$ cat src/rtl/apb_cmd_queue.sv
// rtl/apb_cmd_queue.sv - command FIFO and single-outstanding issue FSM in front of apb_master
module apb_cmd_queue #(
  parameter int ADDR_W  = 32,
  parameter int DATA_W  = 32,
  parameter int DEPTH   = 4,
  parameter int TIMEOUT = 16
) (
  input  logic              PCLK,
  input  logic              PRESETn,
  input  logic              cmd_valid,
  output logic              cmd_ready,
  input  logic              cmd_write,
  input  logic [ADDR_W-1:0] cmd_addr,
  input  logic [DATA_W-1:0] cmd_wdata,
  input  logic [1:0]        cmd_size,
  output logic              rsp_valid,
  input  logic              rsp_ready,
  output logic [DATA_W-1:0] rsp_rdata,
  output logic              rsp_err,
  output logic [ADDR_W-1:0] address,
  output logic [DATA_W-1:0] write_data,
  output logic [1:0]        processs,
  output logic [1:0]        data_size,
  input  logic [DATA_W-1:0] read_data,
  input  logic              xfer_done
);
  localparam int PW = $clog2(DEPTH);
  localparam int CW = PW + 1;
  localparam int TW = $clog2(TIMEOUT);
  localparam logic [CW-1:0] FULL_CNT = CW'(DEPTH);
  localparam logic [TW-1:0] TO_LAST  = TW'(TIMEOUT - 1);

  typedef enum logic [1:0] {S_IDLE, S_ISSUE, S_WAIT, S_RESP} state_t;
  state_t state, state_nxt;

  logic              q_write [DEPTH];
  logic [ADDR_W-1:0] q_addr  [DEPTH];
  logic [DATA_W-1:0] q_wdata [DEPTH];
  logic [1:0]        q_size  [DEPTH];

  logic [PW-1:0] wr_ptr, rd_ptr;
  logic [CW-1:0] count;
  logic [TW-1:0] tcnt;
  logic          push, pop, head_bad, cur_write, timed_out;

  // cmd_ready looks at count only, so a full queue never pushes on the cycle it pops
  assign cmd_ready = (count != FULL_CNT);
  assign push      = cmd_valid & cmd_ready;
  assign pop       = (state == S_IDLE) && (count != '0);
  assign timed_out = (tcnt == TO_LAST);

  always_comb begin
    head_bad = 1'b0;
    case (q_size[rd_ptr])
      2'b01:   head_bad = q_addr[rd_ptr][0];
      2'b10:   head_bad = (q_addr[rd_ptr][1:0] != 2'b00);
      2'b11:   head_bad = 1'b1;
      default: head_bad = 1'b0;
    endcase
  end

  always_ff @(posedge PCLK) begin
    if (push) begin
      q_write[wr_ptr] <= cmd_write;
      q_addr[wr_ptr]  <= cmd_addr;
      q_wdata[wr_ptr] <= cmd_wdata;
      q_size[wr_ptr]  <= cmd_size;
    end
  end

  always_ff @(posedge PCLK or negedge PRESETn) begin
    if (!PRESETn) begin
      wr_ptr <= '0;
      rd_ptr <= '0;
      count  <= '0;
    end else begin
      if (push) wr_ptr <= wr_ptr + PW'(1);
      if (pop)  rd_ptr <= rd_ptr + PW'(1);
      if (push && !pop)      count <= count + CW'(1);
      else if (pop && !push) count <= count - CW'(1);
    end
  end

  always_ff @(posedge PCLK or negedge PRESETn) begin
    if (!PRESETn) state <= S_IDLE;
    else          state <= state_nxt;
  end

  always_comb begin
    state_nxt = state;
    case (state)
      S_IDLE:  if (count != '0) state_nxt = head_bad ? S_RESP : S_ISSUE;
      S_ISSUE: state_nxt = S_WAIT;
      S_WAIT:  if (xfer_done || timed_out) state_nxt = S_RESP;
      S_RESP:  if (rsp_ready) state_nxt = S_IDLE;
      default: state_nxt = S_IDLE;
    endcase
  end

  always_comb begin
    processs  = 2'b00;
    rsp_valid = 1'b0;
    case (state)
      S_ISSUE: processs  = cur_write ? 2'b01 : 2'b10;
      S_RESP:  rsp_valid = 1'b1;
      default: ;
    endcase
  end

  // Bus-facing fields are only loaded for commands that will really reach the bus
  always_ff @(posedge PCLK or negedge PRESETn) begin
    if (!PRESETn) begin
      address    <= '0;
      write_data <= '0;
      data_size  <= '0;
      cur_write  <= 1'b0;
      rsp_rdata  <= '0;
      rsp_err    <= 1'b0;
      tcnt       <= '0;
    end else begin
      if (pop && !head_bad) begin
        address    <= q_addr[rd_ptr];
        write_data <= q_wdata[rd_ptr];
        data_size  <= q_size[rd_ptr];
        cur_write  <= q_write[rd_ptr];
      end
      case (state)
        S_IDLE: begin
          if (pop && head_bad) begin
            rsp_err   <= 1'b1;
            rsp_rdata <= '0;
          end
        end
        S_ISSUE: tcnt <= '0;
        S_WAIT: begin
          tcnt <= tcnt + TW'(1);
          if (xfer_done) begin
            rsp_err   <= 1'b0;
            rsp_rdata <= cur_write ? '0 : read_data;
          end else if (timed_out) begin
            rsp_err   <= 1'b1;
            rsp_rdata <= '0;
          end
        end
        S_RESP: begin
          if (rsp_ready) begin
            rsp_err   <= 1'b0;
            rsp_rdata <= '0;
          end
        end
        default: ;
      endcase
    end
  end

endmodule

$ cat config.mk
export PLATFORM = sky130hd
export DESIGN_NAME = apb_cmd_queue
export DESIGN_NICKNAME = d
export VERILOG_FILES = /design/src/rtl/apb_cmd_queue.sv
export SDC_FILE = /design/constraint.sdc
export NUM_CORES = 1
export LEC_CHECK = 0
export CAP_MARGIN = 20
export CORE_ASPECT_RATIO = 0.9
export CORE_MARGIN = 5
export CORE_UTILIZATION = 49
export CTS_CLUSTER_DIAMETER = 30
export CTS_CLUSTER_SIZE = 30
export DETAILED_ROUTE_END_ITERATION = 10
export HOLD_SLACK_MARGIN = 0.05
export PLACE_DENSITY_LB_ADDON = 0.25
export SLEW_MARGIN = 20
export SYNTH_ARGS = -nofsm -noshare
export SYNTH_HDL_FRONTEND = slang
export SYNTH_SLANG_ARGS = --single-unit
$ cat constraint.sdc
create_clock -name PCLK -period 2.75 [get_ports PCLK]
set_clock_uncertainty 0.2 [all_clocks]
set_input_delay 0.275 -clock PCLK [delete_from_list [all_inputs] [get_ports PCLK]]
set_output_delay 0.275 -clock PCLK [all_outputs]
set_load 0.02 [all_outputs]
=== Word-level counts from Yosys, hierarchy flattened ===
Memory sizes are Yosys's and may differ from the RTL's. A register that Yosys moved wholly into a read port is not among the register bits.
Cells that the tools add are included.

* Register bits: 80
* Latch bits: 0
* Bits in writable memories: 268
* Memory bits (read-only): 0
* Input port bits: 104
* Output and inout port bits: 103
* Logic and storage cells: 76
* Memories: 4

{| class="wikitable"
|+ Memories
! name !! words !! bits a word !! read ports !! clocked after Yosys merged registers in !! write ports !! RTL line !! RTL
|-
| q_addr || 4 || 32 || 1 || 0 || 1 || 37 || <nowiki>logic [ADDR_W-1:0] q_addr [DEPTH];</nowiki>
|-
| q_wdata || 4 || 32 || 1 || 1 || 1 || 38 || <nowiki>logic [DATA_W-1:0] q_wdata [DEPTH];</nowiki>
|-
| q_size || 4 || 2 || 1 || 0 || 1 || 39 || <nowiki>logic [1:0] q_size [DEPTH];</nowiki>
|-
| q_write || 4 || 1 || 1 || 1 || 1 || 36 || <nowiki>logic q_write [DEPTH];</nowiki>
|}

* $add $sub $neg: 5
* Multiply operators: 0
* Div/mod/pow operators: 0
* $lt $le $gt $ge: 0
* Equality and inequality tests: 13
* Shift operators: 0
* Multiplexer cells: 25
* Bitwise logic cells: 1
* Reduce and logical (&&, ||, !) cells: 19

{| class="wikitable"
|+ Operators by type and width
! operator !! count
|-
| $mux 32 || 5
|-
| $pmux 32 s3 || 1
|-
| $mux 2 || 6
|-
| $eq 2x2->1 const B || 4
|-
| $pmux 2 s4 || 1
|-
| $pmux 4 s2 || 1
|-
| $mux 1 || 7
|-
| $mux 3 || 2
|-
| $ne 3x3->1 const B || 2
|-
| $pmux 1 s3 || 2
|-
| $reduce_bool 2->1 || 3
|-
| $reduce_bool 3->1 || 2
|-
| $logic_and 1x1->1 || 5
|-
| $logic_not 1->1 || 5
|-
| $add 2x1->2 const B || 2
|-
| $add 4x1->4 const B || 1
|-
| $eq 2x1->1 const B || 2
|-
| $eq 4x4->1 const B || 1
|-
| $ne 2x1->1 const B || 2
|-
| $ne 2x2->1 const B || 2
|-
| $reduce_and 4->1 || 1
|-
| $add 3x1->3 const B || 1
|-
| $reduce_and 3->1 || 1
|-
| $sub 3x1->3 const B || 1
|-
| 3 further kinds || 3
|}

=== Depth between registers and ports, before layout ===
Gate-level depths: netlist of the first run.

* Depth after elaboration: 6
* Mapped depth: 11
* Gate-level depth less buffers: 11

=== Worst setup path before layout of the first run ===
Ideal clock, no wire load.

* Path kind: register -> register
* Start: register count[0]
* End: memory q_addr[0][0] (enable)
* Arrival time: 2.344 ns
* Required time: 2.117 ns
* Setup slack: -0.227 ns
* Stages on the path, launching flop included: 4
* Path buffers: 0
* Path through: dfrtp_1 -> nor2_1 -> nand2_1 -> and3_1

* Word-level cells in the longest chain between the ends: 4

{| class="wikitable"
|+ RTL lines
! item !! RTL line !! RTL
|-
| start, declared || 42 || <nowiki>logic [CW-1:0] count;</nowiki>
|-
| start signal, assigned || 79 || <nowiki>if (push && !pop) count <= count + CW'(1);</nowiki>
|-
| start signal, assigned || 80 || <nowiki>else if (pop && !push) count <= count - CW'(1);</nowiki>
|-
| $ne 3x3->1 || 47 || <nowiki>assign cmd_ready = (count != FULL_CNT);</nowiki>
|-
| net cmd_ready || 11 || <nowiki>output logic cmd_ready,</nowiki>
|-
| $and 1x1->1 || 48 || <nowiki>assign push = cmd_valid & cmd_ready;</nowiki>
|-
| $mux 1 || 63 || <nowiki>if (push) begin</nowiki>
|-
| $mux 1 (not written as such) || 65 || <nowiki>q_addr[wr_ptr] <= cmd_addr;</nowiki>
|-
| end, declared || 37 ||
|}

The timed path passes the listed nets, and every way through them passes these cells.

=== Worst setup path after layout of the first run ===
* Start: register rd_ptr[0]
* End: register address[8], read port of q_addr

* Word-level cells in the longest chain between the ends: 5

{| class="wikitable"
|+ RTL lines
! item !! RTL line !! RTL
|-
| start, declared || 41 || <nowiki>logic [PW-1:0] wr_ptr, rd_ptr;</nowiki>
|-
| start signal, assigned || 78 || <nowiki>if (pop) rd_ptr <= rd_ptr + PW'(1);</nowiki>
|-
| $mem_v2 4x2 or $mem_v2 4x32 (tied branches) || n/a ||
|-
| $eq 2x2->1, or another cell as far along || 54 || <nowiki>case (q_size[rd_ptr])</nowiki>
|-
| $pmux 1 s3 || 54 ||
|-
| $logic_not 1->1 || 121 || <nowiki>if (pop && !head_bad) begin</nowiki>
|-
| $logic_and 1x1->1 || 121 ||
|-
| end, declared || 20 || <nowiki>output logic [ADDR_W-1:0] address,</nowiki>
|}

Parallel ways exist; a longest one is shown, timed or not.
A chain may end at the register's enable or synchronous reset.

==> results.sh, run 1 <==
export IMPL_antennaDiodeCount=0
export IMPL_io_pin_count=207
export IMPL_use_met1_pct=24.57
export IMPL_dp_slack_ns=0.1742
export IMPL_busiest_layer="met2"
export IMPL_cts_sinks=381
export IMPL_power_density_nw_per_um2=1240
export IMPL_cts_tree="yes"
export IMPL_crit_type="reg -> reg"
export IMPL_tightest_slew_ns=0.8211
export IMPL_synthesis_nets=834
export IMPL_r2r_start="rd_ptr[0]"
export IMPL_vdd_drop_max_mv=0.6675
export IMPL_worstSetupEndpointType="register"
export IMPL_async_reset_ff_share_pct=29.66
export IMPL_routedWlPerCell_um=20.51
export IMPL_vias_per_cell=5.156
export IMPL_ys_seq_elements=381
export IMPL_netlist_area_um2=14520
export IMPL_hold_class="in -> reg"
export IMPL_fin_util_pct=67.10
export IMPL_fin_tns_setup_ns=0
export IMPL_cpMaxStageDelayCell="mux4_2"
export IMPL_htreeDepth=3
export IMPL_power_mw=24.21
export IMPL_cts_root_buf="clkbuf_16"
export IMPL_num_rows=59
export IMPL_ys_flop_type="edfxtp_1"
export IMPL_cap_violations=0
export IMPL_start_util_pct=49.93
export IMPL_nNetsFinal=1100
export IMPL_placed_area_um2=17230
export IMPL_crit_path_max_fanout=67
export IMPL_leakagePower_nw=7.245
export IMPL_crit_arrival_ns=2.77
export IMPL_grt_usage_pct=17.73
export IMPL_place_inst=1310
export IMPL_synth_edf_count=268
export IMPL_crit_path_start_kind="register"
export IMPL_num_vias=7388
export IMPL_area_growth_pct=34.39
export IMPL_crit_chain="mux4_2, nor3_2, o21ai_4, buf_12, mux2_1"
export IMPL_whs_ns=0.08445
export IMPL_cts_buffers=66
export IMPL_fill_cells=1966
export IMPL_syn_area_per_cell_um2=20.23
export IMPL_cts_hold_fix_buffers=2
export IMPL_grtUsageMet2_pct=27.62
export IMPL_yosys_top_cells_area="edfxtp_1 55%, dfrtp_1 19%, mux4_2 10%"
export IMPL_drive_gt1_share_pct=26.04
export IMPL_antenna_found_initial=5
export IMPL_ys_warn_count=0
export IMPL_dieArea_um2=33190
export IMPL_status="finished, final reports clean"
export IMPL_numPortBuffers=206
export IMPL_max_slew_margin_pct=45.26
export IMPL_netlist_instances=718
export IMPL_ys_types=39
export IMPL_grt_max_degree=73
export IMPL_synthTopCellsByCount="268 x edfxtp_1, 113 x dfrtp_1, 67 x mux4_2"
export IMPL_worst_slack_ns=0.1902
export IMPL_layout_min_cycle_time_ns=2.560
export IMPL_dpl_hpwl_um=17330
export IMPL_grt_pass1_vias=7984
export IMPL_cp_startpoint="rd_ptr[0]"
export IMPL_synth_most_common_cell="edfxtp_1"
export IMPL_hold_viol_final=0
export IMPL_clock_path_buffers=3
export IMPL_slew_viol_final=0
export IMPL_core_area_um2=29090
export IMPL_cts_setup_buffers=0
export IMPL_die_y_um=173.3
export IMPL_final_cells=1433
export IMPL_worstSkewPairLatency_ns=0.54
export IMPL_die_w_um=191.5
export IMPL_path_buf_inv=1
export IMPL_drtPass1Iterations=4
export IMPL_drt_iter0_drc=354
export IMPL_final_area_um2=19520
export IMPL_synth_area_leader_cell="edfxtp_1"
export IMPL_yosys_area_top_type_share_pct=55.41
export IMPL_fmax_mhz=390.7
export IMPL_rsz0062_at_grt="false"
export IMPL_path_delay_family="multiplexers"
export IMPL_gr_total_overflow=0
export IMPL_detail_route_antenna_nets=0
export IMPL_grt_pass1_wl_um=45640
export IMPL_setup_violations=0
export IMPL_drt_wl_total_um=29390
export IMPL_path_clk_slew_ns=0.05
export IMPL_min_from="read_data[12]"
export IMPL_slowest_delay_ns=0.60
export IMPL_critPathRequiredTime_ns=2.96
export IMPL_finalCritPeriodShare_pct=93.08
export IMPL_grt_util_met3_pct=5.417
export IMPL_cts_resized=0
export IMPL_route_detailed_drc=0
export IMPL_place_gp_congestion=0.7149
export IMPL_yosysSeqAreaShare_pct=74.89
[cell type report]
class,instances,area (um2),area share (%)
Clock buffer,84,1800,9.225
Clock inverter,37,471.7,2.417
Inverter,44,165.2,0.8462
Multi-Input combinational cell,262,3348,17.15
Sequential cell,381,10880,55.76
Tap cell,396,495.5,2.539
Timing Repair Buffer,229,2354,12.06
[worst min-delay path, cell delays in order]
cell and delay, ns:
clkdlybuf4s50_1 0.39, nand2_1 0.05, mux2i_1 0.06
[registers in the layout, indices dropped and copies added, names as in the netlist, 3 cells and up]
| signal | cells |
|---|---|
| q_addr | 128 |
| q_wdata | 128 |
| address | 32 |
| rsp_rdata | 32 |
| write_data | 32 |
| q_size | 8 |
| q_write | 4 |
| tcnt | 4 |
| count | 3 |
[report_power, final]
group / internal [mW] / leakage [nW] / total, mW / switching, mW
Sequential: 7.84 / 3.86 / 8.56 / 0.724
Clock: 5.37 / 1.09 / 8.13 / 2.76
Combinational: 3.91 / 2.29 / 7.52 / 3.62
Total: 17.1 / 7.25 / 24.2 / 7.10
[cells by family (layout without fill, tap and decap cells)]
family | after synthesis | count (layout) | synth area share [%]
multiplexers | 169 | 169 | 18.80
adder cells (fa/ha/maj) | 12 | 12 | 1.086
AND/OR/NAND/NOR | 61 | 61 | 1.956
XOR/XNOR | 6 | 6 | 0.3618
flip-flops | 381 | 381 | 74.89
buffers and inverters | 75 | 394 | 2.318
AO/OA/AOI/OAI | 14 | 14 | 0.5945
[layer usage]
metal | share of wire (%) | vias up | wire length, um
li1 | - | 3311 | -
met1 | 44 | 3751 | 13010
met2 | 46 | 265 | 13630
met3 | 7.6 | 51 | 2223
met4 | 1.5 | 10 | 454
met5 | 0.23 | - | 69
[final timing paths]
path                            depth (start not counted)  slack [ns]        endpoint
max in group asynchronous                               3        1.43  write_data[20]
worst max register to register                          5        0.19      address[8]
min in group asynchronous                               3        0.13   rsp_rdata[15]
worst min-delay path                                    3        0.08   rsp_rdata[12]
worst max-delay path                                    5        0.19      address[8]
worst min register to register                          1        0.29      address[7]
[layout by cell type, fill, tap and decap left out, drive strengths merged, types with 2 or more instances in the layout]
cell	instances
xnor2	4
bufinv	7
mux4	67
nand3	4
nand2	36
mux2i	32
inv	55
clkbuf	84
clkdlybuf4s50	205
a21oi	2
and3	4
xor2	2
nor3	2
ha	11
and2	3
nor2	5
o21ai	7
edfxtp	268
clkinvlp	5
buf	22
clkinv	14
dfrtp	113
nor2b	2
mux2	70
dlygate4sd3	2
Note: power is estimated with default switching activity, not from simulation.
==> inputs of run 2 (changes only) <==
--- a/config.mk
+++ b/config.mk
@@ -5,10 +5,13 @@
 export SDC_FILE = /design/constraint.sdc
 export NUM_CORES = 1
 export LEC_CHECK = 0
+export ABC_CLOCK_PERIOD_IN_PS = 2750
 export CAP_MARGIN = 20
+export CELL_PAD_IN_SITES_DETAIL_PLACEMENT = 1
+export CELL_PAD_IN_SITES_GLOBAL_PLACEMENT = 1
 export CORE_ASPECT_RATIO = 0.9
 export CORE_MARGIN = 5
-export CORE_UTILIZATION = 49
+export CORE_UTILIZATION = 42
 export CTS_CLUSTER_DIAMETER = 30
 export CTS_CLUSTER_SIZE = 30
 export DETAILED_ROUTE_END_ITERATION = 10
==> results.sh, run 2 (synthesized netlist as in run 1, its figures left out) <==
export IMPL_status="finished, final reports clean"
export IMPL_finalCritPeriodShare_pct=94.02
export IMPL_crit_path_start_kind="register"
export IMPL_antennaDiodeCount=0
export IMPL_crit_type="reg -> reg"
export IMPL_crit_arrival_ns=2.85
export IMPL_reg_top3="q_addr x128, q_wdata x128"
export IMPL_routedWlPerCell_um=21.59
export IMPL_fill_cells=2921
export IMPL_setup_violations=0
export IMPL_holdPathEnd="rsp_rdata[2]"
export IMPL_rsz0062_at_grt="false"
export IMPL_num_vias=7549
export IMPL_grtUsageMet2_pct=28.59
export IMPL_r2r_start="rd_ptr[0]"
export IMPL_swShare_pct=29.17
export IMPL_grt_util_met3_pct=5.450
export IMPL_worstSetupEndpointType="register"
export IMPL_grt_pass1_wl_um=50840
export IMPL_hold_viol_final=0
export IMPL_busiest_layer="met2"
export IMPL_final_cell_mix="268 x edfxtp_1, 205 x clkdlybuf4s50_1, 111 x dfrtp_1, 72 x clkbuf_16, 67 x mux4_2"
export IMPL_rrSetupSlack_ns=0.16
export IMPL_grt_usage_pct=17.24
export IMPL_clock_path_buffers=3
export IMPL_min_from="read_data[2]"
export IMPL_cts_root_buf="clkbuf_16"
export IMPL_fin_tns_setup_ns=0
export IMPL_vias_per_cell=4.966
export IMPL_num_rows=64
export IMPL_vdd_drop_max_mv=0.7086
export IMPL_r2r_end="rsp_rdata[4]"
export IMPL_route_detailed_drc=0
export IMPL_grt_max_degree=68
export IMPL_layout_commonest_cell="edfxtp_1"
export IMPL_drt_wl_total_um=32810
export IMPL_cts_tree="yes"
export IMPL_core_area_um2=34030
export IMPL_p_clk_share_pct=36.7
export IMPL_dieArea_um2=38400
export IMPL_fmax_mhz=386.8
export IMPL_nNetsFinal=1115
export IMPL_drt_iter0_drc=294
export IMPL_numPortBuffers=206
export IMPL_start_util_pct=42.67
export IMPL_cts_setup_buffers=0
export IMPL_crit_path_max_fanout=20
export IMPL_max_slew_margin_pct=48.92
export IMPL_tightest_slew_ns=0.7662
export IMPL_slew_viol_final=0
export IMPL_path_clk_slew_ns=0.05
export IMPL_fin_util_pct=59.12
export IMPL_place_inst=1378
export IMPL_worst_slack_ns=0.1645
export IMPL_antenna_found_initial=4
export IMPL_p_seq_share_pct=33.3
export IMPL_combPwrFrac_pct=29.9
export IMPL_multiInputGateArea_um2=3357
export IMPL_worst_r2r_cell_count=5
export IMPL_grt_pass1_vias=8725
export IMPL_dp_slack_ns=0.1793
export IMPL_dpl_hpwl_um=19540
export IMPL_regArea_um2=10880
export IMPL_place_gp_congestion=0.6816
export IMPL_hold_path_cell_count=3
export IMPL_die_w_um=206.0
export IMPL_cts_sinks=381
export IMPL_final_cells=1520
export IMPL_io_pin_count=207
export IMPL_area_growth_pct=38.55
export IMPL_drive_gt1_share_pct=27.22
export IMPL_worstSkewPairLatency_ns=0.57
export IMPL_die_y_um=186.4
export IMPL_p_sw_mw=7.511
export IMPL_cap_violations=0
export IMPL_p_int_mw=18.24
export IMPL_critPathRequiredTime_ns=3.01
export IMPL_drtPass1Iterations=4
export IMPL_leakagePower_nw=7.495
export IMPL_use_met1_pct=22.05
export IMPL_gr_total_overflow=0
export IMPL_detail_route_antenna_nets=0
export IMPL_cts_buffers=72
export IMPL_layout_min_cycle_time_ns=2.585
export IMPL_htreeDepth=3
export IMPL_hold_class="in -> reg"
export IMPL_power_density_nw_per_um2=1280
## run 2: changes by cell type in the layout (fill, tap and decap cells not counted), moves of 2 or more
cell / change
clkinv_1: +3
buf_12: +3
clkinv_16: +2
bufinv_16: +8
clkinv_2: +4
clkbuf_16: +5
clkbuf_1: -6
dlygate4sd3_1: +6
## run 2: cell type report
cell class,count,share of cell area [%]
Inverter,44,0.8208
Multi-Input combinational cell,262,16.68
Clock buffer,82,9.390
Tap cell,462,2.873
Sequential cell,381,54.09
Timing Repair Buffer,238,12.28
Clock inverter,51,3.868
## run 2: layer usage
metal / vias up / share of wire [%]
met5: - / 0.16
met4: 8 / 1.4
met3: 46 / 6.6
met2: 219 / 49
met1: 3922 / 42
li1: 3354 / -
## run 2: power groups by stage
stage / clock [mW] / sequential [mW] / combinational [mW]
6_report: 9.46 / 8.58 / 7.71
3_5_place_dp: 0 / 8.67 / 7.80
5_1_grt: 10.0 / 8.74 / 8.24
3_3_place_gp: 0 / 8.61 / 7.68
4_1_cts: 9.67 / 8.62 / 7.87
2_1_floorplan: 0 / 9.22 / 4.10
## run 2: worst max path at each step
| stage | start | cells past startpoint | end |
|---|---|---|---|
| floorplan | state[0] | 8 | rsp_rdata[10] |
| global placement | rd_ptr[0] | 5 | address[10] |
| detailed placement | state[0] | 7 | rsp_rdata[20] |
| CTS | state[0] | 7 | rsp_rdata[4] |
| global route | rd_ptr[0] | 5 | rsp_rdata[4] |
| finish | rd_ptr[0] | 5 | rsp_rdata[4] |
## run 2: worst max-delay path: stages (launching register included)
cell	delay (ns)
dfrtp_4	0.48
mux4_2	0.59
nor4_1	0.63
nor4b_4	0.13
buf_12	0.21
mux2i_1	0.23
## run 2: through the flow
| step | hold WS [ns] | power (mW) | instance area [um2] |
|---|---|---|---|
| finish | 0.07744 | 25.75 | 20120 |
| global placement | 0.07693 | 16.28 | 17340 |
| CTS | 0.05175 | 26.16 | 20110 |
| floorplan | -0.2206 | 13.32 | 14530 |
| global route | 0.07033 | 27.00 | 20120 |
| detailed placement | 0.06927 | 16.47 | 17340 |
## run 2: what timing repair did
action | in CTS | in global routing
hold buffers | 9 | 0
endpoints found under the setup margin | 0 | 12
endpoints found under the hold margin | 120 | 0
resized for setup | 0 | 1
==> inputs of run 3 (changes only) <==
--- a/config.mk
+++ b/config.mk
@@ -12,7 +12,6 @@
 export CORE_ASPECT_RATIO = 0.9
 export CORE_MARGIN = 5
 export CORE_UTILIZATION = 42
-export CTS_CLUSTER_DIAMETER = 30
 export CTS_CLUSTER_SIZE = 30
 export DETAILED_ROUTE_END_ITERATION = 10
 export HOLD_SLACK_MARGIN = 0.05
==> results.sh, run 3 (synthesized netlist as in run 1, its figures left out) <==
export IMPL_io_pin_count=207
export IMPL_power_density_nw_per_um2=1145
export IMPL_cts_root_buf="clkbuf_16"
export IMPL_grt_usage_pct=16.28
export IMPL_drtPass1Iterations=5
export IMPL_place_gp_congestion=0.6816
export IMPL_whs_ns=0.07484
export IMPL_vdd_drop_max_mv=0.7057
export IMPL_worst_slack_ns=0.2291
export IMPL_core_area_um2=34030
export IMPL_crit_arrival_ns=2.05
export IMPL_placed_area_um2=17340
export IMPL_drive_gt1_share_pct=22.10
export IMPL_routedWlPerCell_um=21.44
export IMPL_cts_sinks=381
export IMPL_vias_per_cell=5.001
export IMPL_crit_path_start_kind="register"
export IMPL_fin_tns_setup_ns=0
export IMPL_start_util_pct=42.67
export IMPL_rrSetupSlack_ns=0.25
export IMPL_tightest_slew_ns=0.7831
export IMPL_gr_total_overflow=0
export IMPL_cts_buffers=40
export IMPL_area_growth_pct=28.14
export IMPL_crit_type="reg -> out"
export IMPL_path_buf_inv=2
export IMPL_layout_min_cycle_time_ns=2.521
export IMPL_cts_tree="yes"
export IMPL_antenna_found_initial=5
export IMPL_power_mw=21.31
export IMPL_finalCritPeriodShare_pct=91.67
export IMPL_detail_route_antenna_nets=0
export IMPL_grt_pass1_wl_um=48570
export IMPL_num_vias=7271
export IMPL_worst_r2r_cell_count=5
export IMPL_hold_viol_final=0
export IMPL_final_area_um2=18610
export IMPL_route_detailed_drc=0
export IMPL_nNetsFinal=1075
export IMPL_r2r_end="rsp_rdata[20]"
export IMPL_path_delay_family="buffers and inverters"
export IMPL_drt_iter0_drc=306
export IMPL_die_w_um=206.0
export IMPL_num_rows=64
export IMPL_max_slew_margin_pct=47.79
export IMPL_setup_violations=0
export IMPL_grt_max_degree=68
export IMPL_numPortBuffers=206
export IMPL_drt_wl_total_um=31170
export IMPL_leakagePower_nw=6.778
export IMPL_crit_chain="inv_1, ha_1, nor2b_1, clkdlybuf4s50_1"
export IMPL_status="finished, final reports clean"
export IMPL_path_clk_slew_ns=0.06
export IMPL_grt_pass1_vias=8303
export IMPL_rsz0062_at_grt="false"
export IMPL_cpMaxStageDelayCell="clkdlybuf4s50_1"
export IMPL_slew_viol_final=0
export IMPL_crit_path_max_fanout=4
export IMPL_hold_class="in -> async"
export IMPL_clock_path_buffers=3
export IMPL_dieArea_um2=38400
export IMPL_cap_violations=0
export IMPL_htreeDepth=2
export IMPL_fmax_mhz=396.7
export IMPL_dpl_hpwl_um=19540
export IMPL_r2r_start="rd_ptr[0]"
export IMPL_slowest_delay_ns=0.63
export IMPL_worstSetupEndpointType="primary output"
export IMPL_worstSkewPairLatency_ns=0.52
export IMPL_die_y_um=186.4
export IMPL_layout_commonest_cell="edfxtp_1"
export IMPL_reg_top3="q_addr x128, q_wdata x128"
export IMPL_dp_slack_ns=0.1793
export IMPL_critPathRequiredTime_ns=2.28
export IMPL_final_cell_mix="268 x edfxtp_1, 205 x clkdlybuf4s50_1, 111 x dfrtp_1, 67 x mux4_2, 44 x inv_1"
[run 3: changes by cell type in the layout (fill, tap and decap cells not counted), moves of 2 or more]
| cell | previous run | this run |
|---|---|---|
| inv_16 | 2 | 0 |
| dlygate4sd3_1 | 8 | 1 |
| inv_6 | 7 | 2 |
| clkbuf_16 | 72 | 41 |
| bufinv_16 | 15 | 2 |
| clkinvlp_4 | 5 | 1 |
| clkbuf_1 | 5 | 12 |
| clkbuf_8 | 5 | 2 |
| clkinv_4 | 5 | 0 |
| clkinv_16 | 2 | 0 |
| clkinv_1 | 6 | 8 |
[run 3: layout make-up]
cell class                      count  area, um2
Clock inverter                     19      145.1
Multi-Input combinational cell    262       3357
Antenna cell                        1      2.502
Tap cell                          462      578.1
Timing Repair Buffer              230       2380
Clock buffer                       55       1099
Sequential cell                   381      10880
Inverter                           44      165.2
Fill cell                        3040      15420
[run 3: how the worst max path moves through the flow]
stage	start	slack [ns]	cells after the start	to
2_1_floorplan	state[0]	0.34	8	rsp_rdata[10]
3_3_place_gp	rd_ptr[0]	0.33	5	address[10]
3_5_place_dp	state[0]	0.18	7	rsp_rdata[20]
4_1_cts	state[0]	0.16	7	rsp_rdata[19]
5_1_grt	rd_ptr[0]	0.10	5	rsp_rdata[20]
6_report	state[1]	0.23	4	processs[1]
[run 3: repair_timing]
item                                   in CTS  in global routing
hold buffers                                1                  0
setup buffers                               0                  0
setup endpoints to repair                   0                  4
gates resized for setup                     0                  1
endpoints found under the hold margin     113                  0
[run 3: stage by stage]
| step | instances | util [%] |
|---|---|---|
| floorplan | 718 | - |
| global placement | 1378 | 50.96 |
| detailed placement | 1378 | 50.96 |
| CTS | 1453 | 54.65 |
| global route | 1454 | 54.68 |
| finish | 1454 | 54.68 |
[run 3: power by group]
part / switching (mW) / leakage [nW] / internal (mW)
logic: 3.71 / 2.31 / 3.95
clock network: 2.12 / 0.607 / 2.99
registers: 0.728 / 3.86 / 7.83
total: 6.55 / 6.78 / 14.8
[run 3: routing by layer]
metal	up-vias	part of all wire, %	wire length (um)	track usage [%]
met1	3766	43	13370	21.90
met3	51	7.1	2211	4.721
met4	8	1.6	499	3.506
met2	206	48	15040	26.64
met5	-	0.15	48	0
li1	3240	-	-	-
==> variant: new RTL, settings of run 1 <==
Make the reset (`PRESETn`) synchronous in 3 clocked blocks.
--- a/src/rtl/apb_cmd_queue.sv
+++ b/src/rtl/apb_cmd_queue.sv
@@ -68,7 +68,7 @@
     end
   end
 
-  always_ff @(posedge PCLK or negedge PRESETn) begin
+  always_ff @(posedge PCLK) begin
     if (!PRESETn) begin
       wr_ptr <= '0;
       rd_ptr <= '0;
@@ -81,7 +81,7 @@
     end
   end
 
-  always_ff @(posedge PCLK or negedge PRESETn) begin
+  always_ff @(posedge PCLK) begin
     if (!PRESETn) state <= S_IDLE;
     else          state <= state_nxt;
   end
@@ -108,7 +108,7 @@
   end
 
   // Bus-facing fields are only loaded for commands that will really reach the bus
-  always_ff @(posedge PCLK or negedge PRESETn) begin
+  always_ff @(posedge PCLK) begin
     if (!PRESETn) begin
       address    <= '0;
       write_data <= '0;
Check against the original RTL: differs if PRESETn is asserted again (counterexample within 4 cycles, from zero or initial values and one cycle with PRESETn low); with PRESETn held inactive, the same outputs for 4 cycles.
==> variant against run 1 <==
Via count up 12%. Routed wire length increased by 4.1%. Setup slack better by 0.038 ns. Area after synthesis fell by 0.27%. Sequential power down 14%. Critical endpoint is now count[2]$_SDFFE_PN0P_. Sequential cell count increased by 2. Power shrank 15%. Design area rose by 0.13%. Global-route usage increased by 0.65 points. Highest routed layer is now met4.
==> variant: results (changes against run 1) <==
firstDrtPassIters: 4  # unchanged
synth_top_cells_by_area: "edfxtp_1 (56%), dfxtp_1 (16%), mux4_2 (10%)"
maxUsedRoutingLayer: "met4"
fin_nets: 1248  # +13%
drive_gt1_share_pct: 18.3  # -7.8 points
multi_input_cells: 443  # +69%
reg2reg_depth: 10  # +5
drt-initial-drc-count: 434  # +23%
met3_length_mm: 1.92  # -14%
synth_mux_area_share_pct: 17.3  # -1.5 points
synth_xor_area_share_pct: 0.302  # -0.060 points
hold_buffers: 1  # -1
clkCellAreaFrac_pct: 12.6  # +0.95 points
m1WireLength_mm: 13.5  # +4.0%
dp_hpwl_mm: 18.3  # +5.3%
worstReg2RegStart: "state[0]$_SDFFE_PN0P_"
synth.yosys.seq_area_share_pct: 71.5  # -3.4 points
wl_met2_mm: 14.6  # +7.1%
fillers: 1996  # +1.5%
gp_congestion: 0.739  # +3.3%
grt_pass1_vias: 8799  # +10%
worstReg2RegEnd: "count[2]$_SDFFE_PN0P_"
antenna_cells: 1  # +1
antenna_found_initial: 1  # -4
grt_pass1_wl_mm: 48.3  # +5.8%
multi_input_area_share_pct: 19.6  # +2.5 points
cts_buffers: 69  # +4.5%
max_stage_delay_ns: 0.40  # -0.20 ns
powerComb_mw: 4.41  # -41%
synth-adder-area-share_pct: 1.16  # +0.072 points
async_flop_share_pct: 0  # -30 points
clock-sinks: 383  # +0.52%
rrSetupSlack_ns: 0.23  # +0.04 ns
synth_nets: 1002  # +20%
switching_power_mw: 5.54  # -22%
synth_compound_area_share_pct: 1.14  # +0.55 points
regArea_mm2: 0.0104  # -4.8%
clockPowerShare_pct: 42.6  # +9.0 points
outcome: "finished clean"
synth_cell_types: 43  # +10%
cp_top_family: "adder cells"
grt.total_usage_pct: 18.4  # +0.65 points
leakagePower_nw: 7.14  # -1.5%
inverters_excl_clock: 9  # -80%
grt_max_degree: 94  # +29%
met1_usage_pct: 25.1  # +0.50 points
synthTopCellsByCount: "edfxtp_1 (268), nand2_1 (197), dfxtp_1 (115), mux2i_1 (99), mux4_2 (67)"
crit_arrival_ns: 2.79  # +0.02 ns
met3_usage_pct: 4.70  # -0.72 points
crit_path_max_fanout: 5  # -93%
n_all_buffers: 226  # -1.3%
critPathSlowestCell: "dfxtp_1"
max-vdd-ir-drop_mv: 0.631  # -5.4%
==> variant: worst min-delay path by stage <==
stage	start	endpoint	slack (ns)
after detailed placement	rsp_rdata[13]$_SDFFE_PN0P_	rsp_rdata[13]$_SDFFE_PN0P_	0.25
after global placement	rsp_rdata[21]$_SDFFE_PN0P_	rsp_rdata[21]$_SDFFE_PN0P_	0.24
after floorplan	cmd_addr[0]	q_addr[0][0]$_DFFE_PP_	0.17
after CTS	read_data[31]	rsp_rdata[31]$_SDFFE_PN0P_	0.06
final	read_data[31]	rsp_rdata[31]$_SDFFE_PN0P_	0.08
after global routing	read_data[31]	rsp_rdata[31]$_SDFFE_PN0P_	0.08
==> variant: stage by stage <==
step                utilization (%)  setup WS (ns)  cell area (µm²)  std cells  power [mW]
finish                         67.4          0.228            19500       1585        20.5
CTS                            67.4          0.241            19500       1584        20.8
detailed placement             58.8          0.256            17100       1456        11.9
global placement               58.8          0.291            17100       1456        11.9
floorplan                         -          0.333            14500        886        10.4
global route                   67.4         0.0503            19500       1585        21.4
